===== config.mk =====
export PLATFORM = sky130hd
export DESIGN_NAME = top_addsub
export DESIGN_NICKNAME = d
export VERILOG_FILES = /design/src/rtl/top_addsub.sv
export SDC_FILE = /design/constraint.sdc
export NUM_CORES = 1
export LEC_CHECK = 0
export CORE_AREA = 2 2 39 41
export DETAILED_ROUTE_END_ITERATION = 16
export DIE_AREA = 0 0 41 43
export GPL_ROUTABILITY_DRIVEN = 0
export PLACE_DENSITY = 0.77
export SLEW_MARGIN = 20
export SYNTH_ARGS = -nofsm -noshare
export SYNTH_HDL_FRONTEND = slang
export SYNTH_SLANG_ARGS = --single-unit

===== constraint.sdc =====
create_clock -name clk -period 1.52 [get_ports clk]
set_clock_uncertainty 0.2 [all_clocks]
set_input_delay 0.228 -clock clk [delete_from_list [all_inputs] [get_ports clk]]
set_output_delay 0.228 -clock clk [all_outputs]
set_load 0.01 [all_outputs]

===== src/rtl/top_addsub.sv =====
// top_addsub: registered 4-bit two's-complement adder/subtractor with
// carry, zero and overflow flags. One operation per clock, no backpressure.
// Optional build macro TOP_ADDSUB_INREG_EN adds an input register stage,
// raising latency from 1 to 2 cycles without changing any result or flag.
module top_addsub (
    input  logic       clk,
    input  logic       rst,
    input  logic       in_valid,
    input  logic       sub_add,
    input  logic [3:0] a,
    input  logic [3:0] b,
    output logic [3:0] result,
    output logic       carry,
    output logic       zero,
    output logic       overflow,
    output logic       out_valid
);

    // Operands as seen by the arithmetic stage
    logic       op_valid;
    logic       op_sub;
    logic [3:0] op_a;
    logic [3:0] op_b;

`ifdef TOP_ADDSUB_INREG_EN
    logic       in_valid_q, in_valid_d;
    logic       sub_add_q,  sub_add_d;
    logic [3:0] a_q,        a_d;
    logic [3:0] b_q,        b_d;

    // Input stage: capture operands every cycle; in_valid travels alongside
    always_comb begin
        in_valid_d = in_valid;
        sub_add_d  = sub_add;
        a_d        = a;
        b_d        = b;
    end

    // Input stage register, cleared by reset like the output stage
    always_ff @(posedge clk or posedge rst) begin
        if (rst) begin
            in_valid_q <= 1'b0;
            sub_add_q  <= 1'b0;
            a_q        <= '0;
            b_q        <= '0;
        end else begin
            in_valid_q <= in_valid_d;
            sub_add_q  <= sub_add_d;
            a_q        <= a_d;
            b_q        <= b_d;
        end
    end

    assign op_valid = in_valid_q;
    assign op_sub   = sub_add_q;
    assign op_a     = a_q;
    assign op_b     = b_q;
`else
    assign op_valid = in_valid;
    assign op_sub   = sub_add;
    assign op_a     = a;
    assign op_b     = b;
`endif

    logic [3:0] nb;
    logic [4:0] sum;
    logic       ovf;

    // Arithmetic: subtract adds the 4-bit two's complement of b, so b=0
    // yields nb=0 and carry=0 (no carry-in trick that would set it)
    always_comb begin
        nb  = op_sub ? (~op_b + 4'd1) : op_b;
        sum = {1'b0, op_a} + {1'b0, nb};
        if (op_sub)
            ovf = (op_a[3] != op_b[3]) && (sum[3] != op_a[3]);
        else
            ovf = (op_a[3] == op_b[3]) && (sum[3] != op_a[3]);
    end

    logic [3:0] result_q, result_d;
    logic       carry_q,  carry_d;
    logic       zero_q,   zero_d;
    logic       ovf_q,    ovf_d;
    logic       out_valid_q, out_valid_d;

    // Output next-state: load on an accepted operation, otherwise hold
    always_comb begin
        result_d    = result_q;
        carry_d     = carry_q;
        zero_d      = zero_q;
        ovf_d       = ovf_q;
        out_valid_d = op_valid;
        if (op_valid) begin
            result_d = sum[3:0];
            carry_d  = sum[4];
            zero_d   = ~|sum[3:0];
            ovf_d    = ovf;
        end
    end

    // Output register with asynchronous clear
    always_ff @(posedge clk or posedge rst) begin
        if (rst) begin
            result_q    <= '0;
            carry_q     <= 1'b0;
            zero_q      <= 1'b0;
            ovf_q       <= 1'b0;
            out_valid_q <= 1'b0;
        end else begin
            result_q    <= result_d;
            carry_q     <= carry_d;
            zero_q      <= zero_d;
            ovf_q       <= ovf_d;
            out_valid_q <= out_valid_d;
        end
    end

    assign result    = result_q;
    assign carry     = carry_q;
    assign zero      = zero_q;
    assign overflow  = ovf_q;
    assign out_valid = out_valid_q;

endmodule


# == After elaboration in Yosys (flattened, before gate mapping) ==
# Index checks and enable logic that the tools add are counted.
# classes
addsub,2
mul,0
div_mod_pow,0
order_cmp,0
n_eq_ne,3
shift,0
muxes,2
bitwise,1
reduce_logical,4
# op_table
op,n
adder 4 x 4 -> 5 bit,1
adder 4 x 1 -> 4 bit (second input constant),1
2-to-1 mux 4 bit,1
inverter 4 bit,1
OR reduction 4 bit,1
logical AND 1 bit,2
inequality test 1 bit,2
== test 1 bit,1
logical NOT 1 bit,1
2-to-1 mux 1 bit,1
# totals
ff_bits,8
latch_bits,0
mem_bits_rw,0
romBits,0
inputBits,12
out_inout_bits,8
wordCells,17
n_memories,0

# == Logic depth before layout (Yosys ltp) ==
# logic_depth
depth_word,7
depth_mapped,10
depth_no_buf,10

# == Worst setup path before layout ==
# Ideal clock, no wire load.
# synth_path
path_kind,input to register
from,input b[0]
to,"register ovf_q, in the netlist overflow"
setup_ns,0.082
arrival_ns,1.918
required_ns,1.238
path_slack_ns,-0.680
stages,9
path_buffers,0
path_cell_list,inv_1 > ha_1 > nand2b_1 > xnor2_1 > ha_1 > a21oi_1 > a21oi_1 > or4_1 > a31oi_1
# synth_via
elab_chain_cells,7
word_cells_on_any_way,8
classes_between,add/sub (2); eq/ne (1); mux (2); bitwise (1); reduce/logical (2)
# synth_lines
element,line_no,source
start: declaration,11,"input logic [3:0] b,"
inverter 4 bit,72,nb = op_sub ? (~op_b + 4'd1) : op_b;
adder 4 x 1 -> 4 bit,72,
2-to-1 mux 4 bit *,72,
adder 4 x 4 -> 5 bit *,73,"sum = {1'b0, op_a} + {1'b0, nb};"
inequality test 1 bit *,"75, 77",
"logical AND 1 bit, on equally long branches","77, 75",
2-to-1 mux 1 bit *,74,if (op_sub)
end signal: assignment,113,ovf_q <= ovf_d;
end: declaration,83,"logic ovf_q, ovf_d;"
# Every way passes the cells marked *; elsewhere a longest branch is shown, timed or not.
# A chain may end at the register's enable or synchronous reset.

# == Final worst setup path ==
# layout_path
from,input b[1]
to,"register ovf_q, in the netlist overflow"
# The elaborated chain is that of the path after synthesis.

==> impl_metrics.tcl <==
set metrics [dict create \
    syn_inst 52 \
    fin_crit_ns 2.042 \
    cp_slowest_cell "or4_4" \
    synth-async-reset-ratio_pct 100.0 \
    route.detailed.drc 0 \
    yosys.area.top_type "dfrtp_1" \
    gr-total-overflow 0 \
    netlist_area_um2 519.2 \
    antenna_left 0 \
    start_kind "primary input" \
    clockBufferDepth 2 \
    grt_pass1_wl_mm 2.187 \
    pre_cts_ws_ns -1.429 \
    cp_max_fo 3 \
    via_count 510 \
    hold_violations 0 \
    p_total_mw 0.8421 \
    synth.most_common_cell "inv_1" \
    fp.coreArea_um2 1384 \
    grt_max_degree 9 \
    cp_cell_sequence "buf_12 > inv_12 > ha_4 > nand2b_4 > xnor2_4 > ha_4 > nand3_4 > and3_4 > or4_4 > a31oi_4" \
    clock_latency_ns 0.25 \
    nFillCells 101 \
    maxCapViolCount 0 \
    worst_pin_slew_ns 0.3349 \
    crit_path_max_incr_delay_ns 0.50 \
    synthesis.nets 70 \
    path_common_cell "ha_4" \
    max_freq_mhz 489.8 \
    portBuffers 19 \
    synth_ff_type "dfrtp_1" \
    start_util_pct 37.52 \
    yosysWarnings 0 \
    cts_sinks 8 \
    synth_cell_type_count 23 \
    switching_power_mw 0.2697 \
    cts_tree "done" \
    internal-power_mw 0.5724 \
    gr-usage-all-layers_pct 18.91 \
    synth_top_area_share_pct 38.55 \
    syn_to_final_growth_pct 96.63 \
    p_per_area_nw_per_um2 824.8 \
    maxSlewViolCount 0 \
    relSlewSlack_pct 77.61 \
    ctsHoldBuffers 0 \
    p_seq_share_pct 32.5 \
    comb_power_share_pct 48.4 \
    insertedDiodeCount 0 \
    wire_per_inst_um 14.04 \
    grt_pass1_vias 533 \
    status "finished, violations left" \
    cts_buffers 3 \
    wirelength_mm 1.418 \
    rows 14 \
    htree_levels 1 \
    ios 20 \
    die_h_um 43 \
    setup_viol 6 \
    hold_class "in -> async" \
    p_leak_nw 0.4670 \
    synthTopCellsByCount "inv_1 (10), dfrtp_1 (8), ha_1 (5)" \
    period_share_pct 134.3 \
    drive_above_1_share_pct 52.94 \
    irDropWorstVdd_mv 0.4085 \
    nNetsFinal 105 \
    drt_iter0_markers 7 \
    ys_top_cells_by_area "dfrtp_1 (39%), ha_1 (12%), inv_1 (7.2%)" \
    p_clk_share_pct 19.1 \
    via_per_inst 5.050 \
    final.setup.worst_slack_ns -0.5219 \
    die_area_um2 1763 \
    worstSetupEndpointType "register" \
    synth_seq_cells 8 \
    rsz0062_at_grt "true" \
    antenna_found_initial 0 \
    cts_root_buffer "clkbuf_4" \
    swShare_pct 32.03 \
    synth-edff-count 0 \
    dr.pass1.iters 2 \
    critPathArrivalTime_ns 2.02 \
    violations "negative setup slack" \
    ys_seq_area_share_pct 38.55 \
    clk_pin_slew_ns 0.05 \
    cp.required_ns 1.50 \
    dp_hpwl_um 944.5 \
    synth.avg_cell_area_um2 9.986 \
    die_x_um 41 \
    critPathKind "in -> reg" \
]
==> cell usage in the layout, fill, tap and decap left out, drive strengths merged <==
| master | count |
|---|---|
| and3 | 1 |
| nand3 | 1 |
| o211ai | 1 |
| buf | 14 |
| a21oi | 4 |
| inv | 10 |
| mux2i | 1 |
| or4 | 1 |
| dlymetal6s2s | 1 |
| dlygate4sd2 | 9 |
| fa | 1 |
| nand3b | 1 |
| o21ai | 1 |
| o31ai | 1 |
| xnor2 | 3 |
| ha | 5 |
| nor2 | 3 |
| nand2 | 1 |
| clkdlybuf4s15 | 2 |
| clkdlybuf4s50 | 5 |
| nand2b | 1 |
| o32ai | 1 |
| mux2 | 3 |
| a31oi | 1 |
| a21o | 1 |
| xor2 | 1 |
| clkbuf | 3 |
| dfrtp | 8 |
==> cells by family after synthesis <==
group                    after synthesis  synth area share, %
AO/OA/AOI/OAI                         10                12.29
XOR/XNOR                               4                6.748
adder cells (fa/ha/maj)                6                15.90
buffers and inverters                 11                7.952
flip-flops                             8                38.55
multiplexers                           4                8.433
AND/OR/NAND/NOR                        9                10.12
==> repair_timing <==
| action | in CTS | in global routing |
|---|---|---|
| endpoints found under the setup margin | 14 | 6 |
| setup buffers | 1 | 0 |
| pin swaps | 7 | 5 |
| resized for setup | 41 | 12 |
==> final timing paths <==
path	start	endpoint	slack (ns)	cells after the start
worst max-delay path	b[1]	overflow$_DFFE_PP0P_	-0.52	10
worst min-delay path	rst	zero$_DFFE_PP0P_	0.02	2
max in group asynchronous	rst	carry$_DFFE_PP0P_	0.87	2
worst max register to register	overflow$_DFFE_PP0P_	overflow$_DFFE_PP0P_	0.56	2
min in group clk	a[0]	result[0]$_DFFE_PP0P_	0.20	3
worst min register to register	result[0]$_DFFE_PP0P_	result[0]$_DFFE_PP0P_	0.31	1
==> area by class of cell <==
class / count / area (um^2) / share of cell area (%)
Timing Repair Buffer: 31 / 291.5 / 28.55
Inverter: 10 / 55.05 / 5.392
Clock buffer: 3 / 22.52 / 2.206
Tap cell: 16 / 20.02 / 1.961
Multi-Input combinational cell: 33 / 431.7 / 42.28
Sequential cell: 8 / 200.2 / 19.61
==> power groups by stage <==
stage	Sequential (mW)	Combinational, mW	Clock (mW)
2_1_floorplan	0.293	0.145	0
3_3_place_gp	0.273	0.335	0
3_5_place_dp	0.277	0.348	0
4_1_cts	0.273	0.371	0.161
5_1_grt	0.278	0.446	0.172
6_report	0.274	0.408	0.160
==> metal layers <==
metal | wire [um] | vias up | track usage, %
met4 | 25 | 0 | 11.33
met5 | 0 | - | 0
met2 | 802 | 18 | 34.69
li1 | - | 245 | -
met3 | 73 | 2 | 2.094
met1 | 517 | 245 | 18.09
==> sequential cells by signal, indices dropped and copies added (netlist names) <==
| name | cells |
|---|---|
| out_valid | 1 |
| result | 4 |
| zero | 1 |
| overflow | 1 |
| carry | 1 |
==> critical path: cells and delay by family <==
| kind | cells | cell delay, ns |
|---|---|---|
| simple gates | 4 | 0.90 |
| xor+xnor | 1 | 0.13 |
| compound gates | 1 | 0.18 |
| fa+ha+maj | 2 | 0.43 |
| buf+inv | 2 | 0.13 |
==> metrics by stage <==
| step | setup TNS (ns) | instance area (um^2) | std cells | hold WS [ns] | utilization (%) |
|---|---|---|---|---|---|
| 2_1_floorplan | -1.966 | 583.1 | 52 | -0.1563 | - |
| 3_3_place_gp | -6.881 | 879.6 | 98 | 0.2884 | 63.56 |
| 3_5_place_dp | -7.192 | 879.6 | 98 | 0.2907 | 63.56 |
| 4_1_cts | -1.798 | 968.4 | 102 | 0.02990 | 69.98 |
| 5_1_grt | -2.024 | 1021 | 101 | 0.04682 | 73.78 |
| 6_report | -1.674 | 1021 | 101 | 0.01723 | 73.78 |
Power figures use the tool's default switching activity.
